<file path="src/rtl/rs_issue_arbiter_if.sv">
`default_nettype none
// ============================================================================
// Module      : rs_issue_arbiter_if
// Description : Bundle between the reservation station and the issue arbiter.
//               The master side (RS) drives the readiness view and the stall.
//               The slave side (arbiter) returns the registered grants, the
//               row clear mask and the per-FU free flags.
//   i_ready        RS_ENTRIES  row in_use & Src0Ready & Src1Ready
//   i_is_mem       RS_ENTRIES  row is LW/SW (memory FU only)
//   i_stall        1           suppress new grants this cycle
//   o_grant_valid  3           bit k = FU k granted
//   o_grant_idx    3*IDX_W     RS row for FU k at [k*IDX_W +: IDX_W]
//   o_clear        RS_ENTRIES  rows released this cycle
//   o_fu_free      3           bit k = FU k idle
// Revision    : 1.0 - initial release
// ============================================================================
interface rs_issue_arbiter_if #(
    parameter int RS_ENTRIES = 16,
    parameter int IDX_W      = 4
);
    logic [RS_ENTRIES-1:0] i_ready;
    logic [RS_ENTRIES-1:0] i_is_mem;
    logic                  i_stall;
    logic [2:0]            o_grant_valid;
    logic [3*IDX_W-1:0]    o_grant_idx;
    logic [RS_ENTRIES-1:0] o_clear;
    logic [2:0]            o_fu_free;

    modport master (
        output i_ready,
        output i_is_mem,
        output i_stall,
        input  o_grant_valid,
        input  o_grant_idx,
        input  o_clear,
        input  o_fu_free
    );

    modport slave (
        input  i_ready,
        input  i_is_mem,
        input  i_stall,
        output o_grant_valid,
        output o_grant_idx,
        output o_clear,
        output o_fu_free
    );
endinterface
`default_nettype wire

</file>
<file path="src/rtl/rs_issue_arbiter.sv">
`default_nettype none
// ============================================================================
// Module      : rs_issue_arbiter
// Description : Issue scheduler for the reservation station. Each cycle it
//               selects at most one ready row per functional unit (FU0/FU1 =
//               ALUs, FU2 = LW/SW unit), tracks FU occupancy with busy
//               counters and keeps fairness with round-robin scan pointers.
//               Grants and the row clear mask are registered (1-cycle
//               latency from i_ready).
// Ports       : i_clk   clock, all state on rising edge
//               i_rst   asynchronous active-high reset
//               bus     rs_issue_arbiter_if.slave (ready/is_mem/stall in,
//                       grant_valid/grant_idx/clear/fu_free out)
// Revision    : 1.0 - initial release
// ============================================================================
module rs_issue_arbiter #(
    parameter int RS_ENTRIES = 16,
    parameter int IDX_W      = 4,
    parameter int ALU_LAT    = 1,
    parameter int MEM_LAT    = 3,
    parameter int CNT_W      = 2
) (
    input  wire logic           i_clk,
    input  wire logic           i_rst,
    rs_issue_arbiter_if.slave   bus
);

    localparam logic [CNT_W-1:0]      c_alu_load = CNT_W'(ALU_LAT - 1);
    localparam logic [CNT_W-1:0]      c_mem_load = CNT_W'(MEM_LAT - 1);
    localparam logic [RS_ENTRIES-1:0] c_one_hot  = RS_ENTRIES'(1);

    // ------------------------------------------------------------------
    // State
    // ------------------------------------------------------------------
    logic [CNT_W-1:0]      r_cnt [3];
    logic [IDX_W-1:0]      r_alu_ptr;
    logic [IDX_W-1:0]      r_mem_ptr;
    logic [2:0]            r_grant_valid;
    logic [3*IDX_W-1:0]    r_grant_idx;
    logic [RS_ENTRIES-1:0] r_clear;

    // ------------------------------------------------------------------
    // Eligibility: rows granted on the last edge are still shown ready by
    // the RS for one cycle, so they are masked to avoid double issue.
    // ------------------------------------------------------------------
    logic [RS_ENTRIES-1:0] w_elig;
    logic [RS_ENTRIES-1:0] w_alu_elig;
    logic [RS_ENTRIES-1:0] w_mem_elig;

    assign w_elig     = bus.i_ready & ~r_clear;
    assign w_alu_elig = w_elig & ~bus.i_is_mem;
    assign w_mem_elig = w_elig &  bus.i_is_mem;

    logic [2:0] w_fu_idle;

    assign w_fu_idle[0] = (r_cnt[0] == '0);
    assign w_fu_idle[1] = (r_cnt[1] == '0);
    assign w_fu_idle[2] = (r_cnt[2] == '0);

    // ------------------------------------------------------------------
    // Round-robin scans. The ALU scan yields the first and second eligible
    // rows starting at r_alu_ptr; the memory scan yields the first row
    // starting at r_mem_ptr. Pointer + offset wraps naturally because
    // RS_ENTRIES is a power of two.
    // ------------------------------------------------------------------
    logic             w_alu_hit0;
    logic             w_alu_hit1;
    logic [IDX_W-1:0] w_alu_row0;
    logic [IDX_W-1:0] w_alu_row1;
    logic             w_mem_hit;
    logic [IDX_W-1:0] w_mem_row;
    logic [IDX_W-1:0] w_pos_a;
    logic [IDX_W-1:0] w_pos_m;

    always_comb begin
        w_alu_hit0 = 1'b0;
        w_alu_hit1 = 1'b0;
        w_alu_row0 = '0;
        w_alu_row1 = '0;
        w_mem_hit  = 1'b0;
        w_mem_row  = '0;
        w_pos_a    = '0;
        w_pos_m    = '0;
        for (int i = 0; i < RS_ENTRIES; i++) begin
            w_pos_a = r_alu_ptr + IDX_W'(i);
            w_pos_m = r_mem_ptr + IDX_W'(i);
            if (w_alu_elig[w_pos_a]) begin
                if (!w_alu_hit0) begin
                    w_alu_hit0 = 1'b1;
                    w_alu_row0 = w_pos_a;
                end else if (!w_alu_hit1) begin
                    w_alu_hit1 = 1'b1;
                    w_alu_row1 = w_pos_a;
                end
            end
            if (w_mem_elig[w_pos_m] && !w_mem_hit) begin
                w_mem_hit = 1'b1;
                w_mem_row = w_pos_m;
            end
        end
    end

    // ------------------------------------------------------------------
    // Grant decision. When only one ALU is idle it takes the first row in
    // scan order, so the second row is used only when both ALUs are idle.
    // Distinct scan positions guarantee no row appears twice.
    // ------------------------------------------------------------------
    logic [2:0]            w_gnt;
    logic [IDX_W-1:0]      w_gnt_idx [3];
    logic [RS_ENTRIES-1:0] w_clear_nxt;

    always_comb begin
        w_gnt        = 3'b000;
        w_gnt_idx[0] = '0;
        w_gnt_idx[1] = '0;
        w_gnt_idx[2] = '0;
        if (!bus.i_stall) begin
            if (w_fu_idle[0] && w_fu_idle[1]) begin
                w_gnt[0]     = w_alu_hit0;
                w_gnt_idx[0] = w_alu_row0;
                w_gnt[1]     = w_alu_hit1;
                w_gnt_idx[1] = w_alu_row1;
            end else if (w_fu_idle[0]) begin
                w_gnt[0]     = w_alu_hit0;
                w_gnt_idx[0] = w_alu_row0;
            end else if (w_fu_idle[1]) begin
                w_gnt[1]     = w_alu_hit0;
                w_gnt_idx[1] = w_alu_row0;
            end
            if (w_fu_idle[2]) begin
                w_gnt[2]     = w_mem_hit;
                w_gnt_idx[2] = w_mem_row;
            end
        end
    end

    always_comb begin
        w_clear_nxt = '0;
        for (int k = 0; k < 3; k++) begin
            if (w_gnt[k]) begin
                w_clear_nxt = w_clear_nxt | (c_one_hot << w_gnt_idx[k]);
            end
        end
    end

    // ------------------------------------------------------------------
    // Busy counters: load LAT-1 on grant, otherwise count down to zero.
    // A zero counter means the FU can accept an issue this cycle.
    // ------------------------------------------------------------------
    logic [CNT_W-1:0] w_cnt_nxt [3];

    always_comb begin
        for (int k = 0; k < 3; k++) begin
            if (w_gnt[k]) begin
                w_cnt_nxt[k] = (k == 2) ? c_mem_load : c_alu_load;
            end else if (r_cnt[k] != '0) begin
                w_cnt_nxt[k] = r_cnt[k] - CNT_W'(1);
            end else begin
                w_cnt_nxt[k] = '0;
            end
        end
    end

    // ------------------------------------------------------------------
    // Registers
    // ------------------------------------------------------------------
    always_ff @(posedge i_clk or posedge i_rst) begin
        if (i_rst) begin
            r_cnt[0]      <= '0;
            r_cnt[1]      <= '0;
            r_cnt[2]      <= '0;
            r_alu_ptr     <= '0;
            r_mem_ptr     <= '0;
            r_grant_valid <= 3'b000;
            r_grant_idx   <= '0;
            r_clear       <= '0;
        end else begin
            r_cnt[0]      <= w_cnt_nxt[0];
            r_cnt[1]      <= w_cnt_nxt[1];
            r_cnt[2]      <= w_cnt_nxt[2];
            r_grant_valid <= w_gnt;
            r_clear       <= w_clear_nxt;

            // Index fields only move on a grant; consumers qualify with valid.
            if (w_gnt[0]) r_grant_idx[0*IDX_W +: IDX_W] <= w_gnt_idx[0];
            if (w_gnt[1]) r_grant_idx[1*IDX_W +: IDX_W] <= w_gnt_idx[1];
            if (w_gnt[2]) r_grant_idx[2*IDX_W +: IDX_W] <= w_gnt_idx[2];

            // The ALU pointer follows the later of the two ALU grants in
            // scan order, which is FU1's whenever FU1 issued.
            if (w_gnt[1]) begin
                r_alu_ptr <= w_gnt_idx[1] + IDX_W'(1);
            end else if (w_gnt[0]) begin
                r_alu_ptr <= w_gnt_idx[0] + IDX_W'(1);
            end
            if (w_gnt[2]) begin
                r_mem_ptr <= w_gnt_idx[2] + IDX_W'(1);
            end
        end
    end

    assign bus.o_grant_valid = r_grant_valid;
    assign bus.o_grant_idx   = r_grant_idx;
    assign bus.o_clear       = r_clear;
    assign bus.o_fu_free     = w_fu_idle;

endmodule
`default_nettype wire

</file>
<file path="src/flat_wrapper.sv">
// flat-port wrapper written by rule: the top's interface ports become plain ports
module rs_issue_arbiter_flat 
#(
    parameter int RS_ENTRIES = 16,
    parameter int IDX_W      = 4,
    parameter int ALU_LAT    = 1,
    parameter int MEM_LAT    = 3,
    parameter int CNT_W      = 2
)
  (i_clk, i_rst, bus_i_ready, bus_i_is_mem, bus_i_stall, bus_o_grant_valid, bus_o_grant_idx, bus_o_clear, bus_o_fu_free);
  rs_issue_arbiter_if #(.RS_ENTRIES(RS_ENTRIES), .IDX_W(IDX_W)) bus_i ();
  input  wire logic i_clk;
  input  wire logic i_rst;
  input wire logic [$bits(bus_i.i_ready)-1:0] bus_i_ready;
  input wire logic [$bits(bus_i.i_is_mem)-1:0] bus_i_is_mem;
  input wire logic [$bits(bus_i.i_stall)-1:0] bus_i_stall;
  output wire logic [$bits(bus_i.o_grant_valid)-1:0] bus_o_grant_valid;
  output wire logic [$bits(bus_i.o_grant_idx)-1:0] bus_o_grant_idx;
  output wire logic [$bits(bus_i.o_clear)-1:0] bus_o_clear;
  output wire logic [$bits(bus_i.o_fu_free)-1:0] bus_o_fu_free;
  assign bus_i.i_ready = bus_i_ready;
  assign bus_i.i_is_mem = bus_i_is_mem;
  assign bus_i.i_stall = bus_i_stall;
  assign bus_o_grant_valid = bus_i.o_grant_valid;
  assign bus_o_grant_idx = bus_i.o_grant_idx;
  assign bus_o_clear = bus_i.o_clear;
  assign bus_o_fu_free = bus_i.o_fu_free;
  rs_issue_arbiter #(.RS_ENTRIES(RS_ENTRIES), .IDX_W(IDX_W), .ALU_LAT(ALU_LAT), .MEM_LAT(MEM_LAT), .CNT_W(CNT_W)) u_core (.i_clk(i_clk), .i_rst(i_rst), .bus(bus_i));
endmodule
</file>
<file path="config.mk">
export PLATFORM = sky130hd
export DESIGN_NAME = rs_issue_arbiter_flat
export DESIGN_NICKNAME = d
export VERILOG_FILES = /design/src/rtl/rs_issue_arbiter_if.sv /design/src/rtl/rs_issue_arbiter.sv /design/src/flat_wrapper.sv
export SDC_FILE = /design/constraint.sdc
export NUM_CORES = 1
export LEC_CHECK = 0
export ABC_AREA = 0
export BUFFER_PORTS_ARGS = -buffer_cell sky130_fd_sc_hd__buf_2
export CAP_MARGIN = 20
export CORE_ASPECT_RATIO = 2
export CORE_MARGIN = 2
export CORE_UTILIZATION = 35
export DETAILED_ROUTE_END_ITERATION = 10
export PLACE_DENSITY = 0.61
export SYNTH_ARGS = -nofsm -noshare
export SYNTH_HDL_FRONTEND = slang
export SYNTH_SLANG_ARGS = --single-unit
</file>
<file path="constraint.sdc">
create_clock -name i_clk -period 5.1 [get_ports i_clk]
set_clock_uncertainty 0.2 [all_clocks]
set_input_delay 0.255 -clock i_clk [delete_from_list [all_inputs] [get_ports i_clk]]
set_output_delay 0.255 -clock i_clk [all_outputs]
set_load 0.01 [all_outputs]
</file>
Word level (Yosys, flattened, before mapping)

Cells that the tools add are included.

Bits in registers: 45
Bits of input ports: 35
Output and inout bits: 34
Word-level logic and storage cells: 366

$add $sub $neg: 36
$lt $le $gt $ge: 32
Shift-type cells: 3
Mux-type cells: 240
Bitwise operators: 7
Reductions and logical operators: 38

Operators with widths:

| cell                                                | number |
|---|---|
| two-way mux 4 bit                                   | 97 |
| < comparator 4 x 5 -> 1 bit (second input constant) | 32 |
| binary-select mux 1 bit (select 4 bit)              | 32 |
| two-way mux 1 bit                                   | 98 |
| adder 4 bit (second input constant)                 | 16 |
| bitwise AND 16 bit                                  | 3 |
| two-way mux 16 bit                                  | 3 |
| left shift 1 x 4 -> 16 bit (first input constant)   | 3 |
| adder 4 x 3 -> 4 bit (second input constant)        | 8 |
| NOT 16 bit                                          | 2 |
| bitwise OR 16 bit                                   | 2 |
| adder 4 x 1 -> 4 bit (second input constant)        | 5 |
| adder 4 x 2 -> 4 bit (second input constant)        | 4 |
| logical AND 1 bit                                   | 16 |
| zero test 1 bit                                     | 15 |
| two-way mux 2 bit                                   | 7 |
| two-way mux 12 bit                                  | 1 |
| two-way mux 8 bit                                   | 1 |
| nonzero test 2 bit                                  | 4 |
| zero test 2 bit                                     | 3 |
| subtractor 2 x 1 -> 2 bit (second input constant)   | 3 |
| two-way mux 3 bit                                   | 1 |

Depth between registers and ports, before layout

Word-level depth: 59
Gate-level depth with buffers: 24
Gate-level depth less buffers: 17

Least setup slack after synthesis

Ideal clock, no wire load.

Path kind: register to register
Start: reg u_core.r_alu_ptr[0]
End: reg u_core.r_alu_ptr[2]
Arrival: 5249 ps
Required time: 4773 ps
Setup slack: -476 ps
Cell stages (with the launch flop): 23
Buffers on the path: 6
Cell sequence: dfrtp_1 -> buf_6 -> inv_4 -> buf_6 -> clkbuf_1 -> ha_1 -> buf_2 -> clkbuf_1 -> mux4_2 -> mux4_2 -> a2111oi_4 -> and4_1 -> buf_2 -> nand2_1 -> or3_1 -> o22a_1 -> o2bb2ai_1 -> a211oi_2 -> or3_1 -> and2_1 -> ha_1 -> xnor2_1 -> a21oi_1

Word-level cells in the longest chain between the ends: 51
Elaborated cells between the ends (all ways): 183

Ends and longest elaborated chain:

| item                                                                          | line                    | RTL |
|---|---|---|
| from (decl)                                                                   | rs_issue_arbiter.sv:36  | `logic [IDX_W-1:0] r_alu_ptr;` |
| from (signal assigned)                                                        | rs_issue_arbiter.sv:192 | `r_alu_ptr <= w_gnt_idx[1] + IDX_W'(1);` |
| from (signal assigned)                                                        | rs_issue_arbiter.sv:194 | `r_alu_ptr <= w_gnt_idx[0] + IDX_W'(1);` |
| parallel branches: the longest is 51 deep, another holds adder 4 x 1 -> 4 bit | -                       |  |

Parallel ways; which one is timed is not known. The select of a mux whose other input is x is not followed.
A chain may end at the register's enable or synchronous reset.

Worst setup path in the final report

Start: reg u_core.r_clear[4], in the netlist u_core.bus.o_clear[4]
End: reg u_core.r_alu_ptr[3]

Word-level cells in the longest chain between the ends: 54
Elaborated cells between the ends (all ways): 171

Ends and longest elaborated chain:

| item                                                   | line                    | RTL |
|---|---|---|
| from (decl)                                            | rs_issue_arbiter.sv:40  | `logic [RS_ENTRIES-1:0] r_clear;` |
| from (signal assigned)                                 | rs_issue_arbiter.sv:182 | `r_clear <= w_clear_nxt;` |
| NOT 16 bit *                                           | rs_issue_arbiter.sv:50  | `assign w_elig = bus.i_ready & ~r_clear;` |
| bitwise AND 16 bit *                                   | rs_issue_arbiter.sv:50  |  |
| bitwise AND 16 bit *                                   | rs_issue_arbiter.sv:51  | `assign w_alu_elig = w_elig & ~bus.i_is_mem;` |
| binary-select mux 1 bit (select 4 bit)                 | rs_issue_arbiter.sv:87  | `if (w_alu_elig[w_pos_a]) begin` |
| two-way mux 1 bit (not written as such)                | rs_issue_arbiter.sv:87  |  |
| two-way mux 1 bit                                      | rs_issue_arbiter.sv:87  |  |
| two-way mux 4 bit or two-way mux 1 bit (tied branches) | rs_issue_arbiter.sv:88  | `if (!w_alu_hit0) begin` |
| two-way mux 4 bit or two-way mux 1 bit (tied branches) | rs_issue_arbiter.sv:87  |  |
| (+38 left out)                                         | -                       |  |
| two-way mux 4 bit                                      | rs_issue_arbiter.sv:87  |  |
| two-way mux 4 bit                                      | rs_issue_arbiter.sv:91  | `end else if (!w_alu_hit1) begin` |
| two-way mux 4 bit                                      | rs_issue_arbiter.sv:88  |  |
| two-way mux 4 bit                                      | rs_issue_arbiter.sv:87  |  |
| two-way mux 8 bit                                      | rs_issue_arbiter.sv:118 | `if (w_fu_idle[0] && w_fu_idle[1]) begin` |
| two-way mux 12 bit                                     | rs_issue_arbiter.sv:117 | `if (!bus.i_stall) begin` |
| adder 4 x 1 -> 4 bit                                   | rs_issue_arbiter.sv:192 |  |
| two-way mux 4 bit                                      | rs_issue_arbiter.sv:191 | `if (w_gnt[1]) begin` |

Every way passes the cells marked *; elsewhere a longest branch is shown, timed or not. The select of a mux whose other input is x is not followed.

==> impl.org <==
** Worst setup path
- Data arrives at the worst endpoint at 5.45 ns.
- Crit-path cells :: nor3b_1, a2111oi_2, nor4_1, buf_4, mux2_2, buf_4, nor3_1, buf_4, and4_2, buf_4, a221oi_1, o22ai_1, o21ai_2, buf_4, and2_0, o2bb2ai_1, nand4_1, mux2_4
- Measured in cells, the most critical reg-to-reg path has a length of 18.
- Reg-to-Reg Start :: u_core.bus.o_clear[4]
- Worst-path fanout max :: 7
- Crit Path Class :: reg2reg
- Endpoint of the lowest-slack register-to-register path :: u_core.r_alu_ptr[3]
- Together, buffers and inverters on the worst path number 5.
- The critical path starts at u_core.bus.o_clear[4].
- Top cell by count, worst path :: sky130_fd_sc_hd__buf_4
- The setup check on the worst reg-to-reg path leaves a slack of -0.38 ns.
- The worst setup path is captured at a flop.
- On the worst path, the slowest cell contributes a delay of 0.86 ns.
- Dominant delay contributor by cell family on the critical path :: simple AND/OR/NAND/NOR gates
- The slowest stage of the critical path is the sky130_fd_sc_hd__nor4_1 cell.
- Data required, critical path :: 5.07 ns
- Critical path startpoint category :: flop

** Synth
- The biggest area contributor in the post-synthesis netlist is sky130_fd_sc_hd__mux4_2.
- Yosys printed 0 warnings.
- Most numerous cell in the Yosys netlist :: sky130_fd_sc_hd__nand2_1
- Area share of the leading cell type in the synthesized netlist :: 18.05%
- Each instance of the synthesized netlist takes up on average around 8.3 sq um.
- Cell area after synthesis :: 8858 sq um
- After synthesis, the cell types taking the most area are sky130_fd_sc_hd__mux4_2 18%, sky130_fd_sc_hd__dfrtp_1 13%, sky130_fd_sc_hd__nand2_1 4.4%, sky130_fd_sc_hd__nor2_1 3.5%, sky130_fd_sc_hd__ha_1 3.2%.
- The number of nets handed over by synthesis was 1124.
- Asr flop ratio synth :: 100.0%
- Counting flops with a built-in enable in the synthesized netlist gives 0.
- Sequential elements use 12.71% of the synthesized area.
- Counting flops and latches in the post-synthesis netlist gives 45.
- The commonest cells after synthesis are 104 x sky130_fd_sc_hd__nand2_1, 83 x sky130_fd_sc_hd__nor2_1, 71 x sky130_fd_sc_hd__mux4_2.
- Main flop type after synthesis :: sky130_fd_sc_hd__dfrtp_1
- Yosys mapped the design onto approximately 90 distinct sky130hd cell types.
- Counting every instance in the synthesized netlist gives 1066.

** Clock network
- Clock-pin slew was measured on the worst setup and hold paths at about 0.060 ns.
- Worst skew pair latency :: 0.29 ns
- Number of buffers created by CTS :: 5
- Clock tree from TritonCTS :: yes
- No sink is reached through more buffers than the 2 on the longest clock path.
- CTS placed an instance of sky130_fd_sc_hd__clkbuf_16 at the clock tree root.
- Counting every sink on the clock net gives 45.
- H-tree levels :: 2

** Floorplanning
- Core Rows :: 82
- Width of the die :: around 120 um
- I/O Pins :: 69
- Initial core utilization :: roughly 36%
- Die Span Y :: 229.0 um
- Standard cell core area :: roughly 25000 sq um
- Die area :: 26680 sq um

** GRT
- Vias in the first global route :: 11530
- Across every metal layer, demand over resource in global routing totals a little under two fifths.
- Entering global routing, the biggest net connects 46 pins.
- Global routing finished with a remaining overflow of 0.
- First-pass GRT wire length :: 72940 um
- The number of antenna violations at the first check in global routing was 1.

** Placement
- The HPWL after detailed placement is 38600 um.
- Dpl cells :: 1722
- During placement, the flow inserted port buffers numbering 68.
- GP Congestion :: 1.153

** Hold path
- The worst hold path begins at u_core.r_cnt[4].
- Terminating pin of the worst hold path :: u_core.r_cnt[4]
- Along the worst hold path, the cell count comes to 1.
- Classification of the worst-slack hold path :: reg2reg

** Finish
- The sequential cells in the finished layout cover a total of ~1100 sq um.
- Layout cells sized above 1 :: 45.54%
- Number of nets in the layout :: 1482
- Count of placed standard cells in the final layout, fillers left out :: around 1800
- Syn-to-layout area delta :: 47.27%
- # fillers :: 2406
- Area used by multi-input combinational logic :: 8084 sq um
- Cells fill 52.33% of the core in the end.

** Routing
- After detailed routing, the average wire length per cell comes to about 29 um.
- In this run the remaining antenna-violating nets after routing total 0.
- Detailed routing inserted a total of approximately 12000 vias.
- Summed over all layers, the routed wires come to roughly 50000 um.
- For this run, the detailed router's first-pass iteration total came to 7.
- In the routed design, unresolved DRC markers number 0.
- The detailed router finished its first iteration with 998 violations.
- Detail-routed via count per cell :: around 6.6

** STA
- Transition time of the tightest slew-check pin :: about 0.98 ns
- Static timing analysis puts the maximum clock frequency at 182.3 MHz.
- The final critical path takes up 107.5% of the cycle.
- The final number of hold-violating endpoints was 0.
- Once routing completed, OpenROAD measured the worst setup slack at -0.3844 ns.
- Setup violations remaining at the end of the flow were counted as 22.
- In this run the tightest slew margin relative to its limit is 32.89%.
- Counting I/O delays and the setup requirement, the final critical path takes 5.484 ns.
- For the final routed database, the setup TNS stands at -5.534 ns.
- Total count of max-transition violations in the final report :: 0
- Setup repair after global routing could not meet its margin everywhere.

** Run status
- The final reports fail on negative setup slack.
- Result of the run :: complete, but fails checks

** Job
- Maximum capacitance violations :: 0
final cells by class:
cell class | instances | area share (%)
repair buffers | 415 | 24.14
inverters | 25 | 0.7864
well taps | 336 | 3.222
clock inverters | 3 | 0.1630
multi-input cells | 932 | 61.96
flip-flops and latches | 45 | 8.746
diodes | 1 | 0.01918
clock buffers | 5 | 0.9590
flip-flops by register name, indices dropped and copies added (netlist names):
signal / cells
u_core.bus.o_clear: 16
u_core.bus.o_grant_idx: 12
u_core.r_cnt: 6
u_core.r_alu_ptr: 4
u_core.r_mem_ptr: 4
u_core.bus.o_grant_valid: 3
metal layers:
layer  share of wire, %  global-route usage [%]
met2                 50                   64.17
met5                  0                       0
met4                 13                   33.85
met3                8.1                   10.61
met1                 30                   34.96
kinds of logic after synthesis:
kind of cell	synth area share, %
adders and majority gates	3.475
AOI/OAI and AO/OA	27.29
muxes	21.61
and+or+nand+nor	27.49
buffers and inverters	4.280
DFF	12.71
xor gates and xnor gates	3.150
through the flow:
step	hold slack, ns	setup WS [ns]	instance area [sq um]
2_1_floorplan	0.2086	0.02331	8976
3_3_place_gp	0.2256	-0.3904	11840
3_5_place_dp	0.2313	-0.4819	11840
4_1_cts	0.2444	-0.007907	12420
5_1_grt	0.2678	-0.4634	13050
6_report	0.2429	-0.3844	13050
worst max path at each step:
stage | endpoint | slack [ns] | depth (start not counted)
2_1_floorplan | u_core.r_alu_ptr[1] | 0.02 | 23
3_3_place_gp | u_core.bus.o_clear[1] | -0.39 | 20
3_5_place_dp | u_core.bus.o_clear[1] | -0.48 | 20
4_1_cts | u_core.bus.o_clear[11] | -0.008 | 17
5_1_grt | u_core.r_alu_ptr[3] | -0.46 | 21
6_report | u_core.r_alu_ptr[3] | -0.38 | 18
placed cells by master (no fill, tap or decap), drive strengths merged, types with 7 or more instances in the layout:
master,instances
a211o,8
nor3b,19
a221o,15
nor3,37
o21ai,57
a2111oi,26
nor4b,13
a221oi,8
nand2,104
buf,411
nor2b,8
a21o,13
mux2i,27
or3,14
nand3b,20
o211ai,8
nand3,36
o22ai,18
xnor2,26
dfrtp,45
and2,12
o41ai,7
and3,16
a21oi,54
or3b,16
ha,23
a31oi,12
and3b,17
nand4,14
a22oi,7
nor2,84
a211oi,26
inv,24
nor4,9
mux4,71
timing repair:
item,in CTS,in global routing
pin swaps,10,25
endpoints found under the setup margin,23,30
buffers inserted,7,21
hold buffers,1,0
hold endpoints to repair,1,0
cloned,2,1
gates resized for setup,70,89
Power is not shown: default switching activity piles up to over one toggle a cycle in this logic, so the estimate is an artifact.
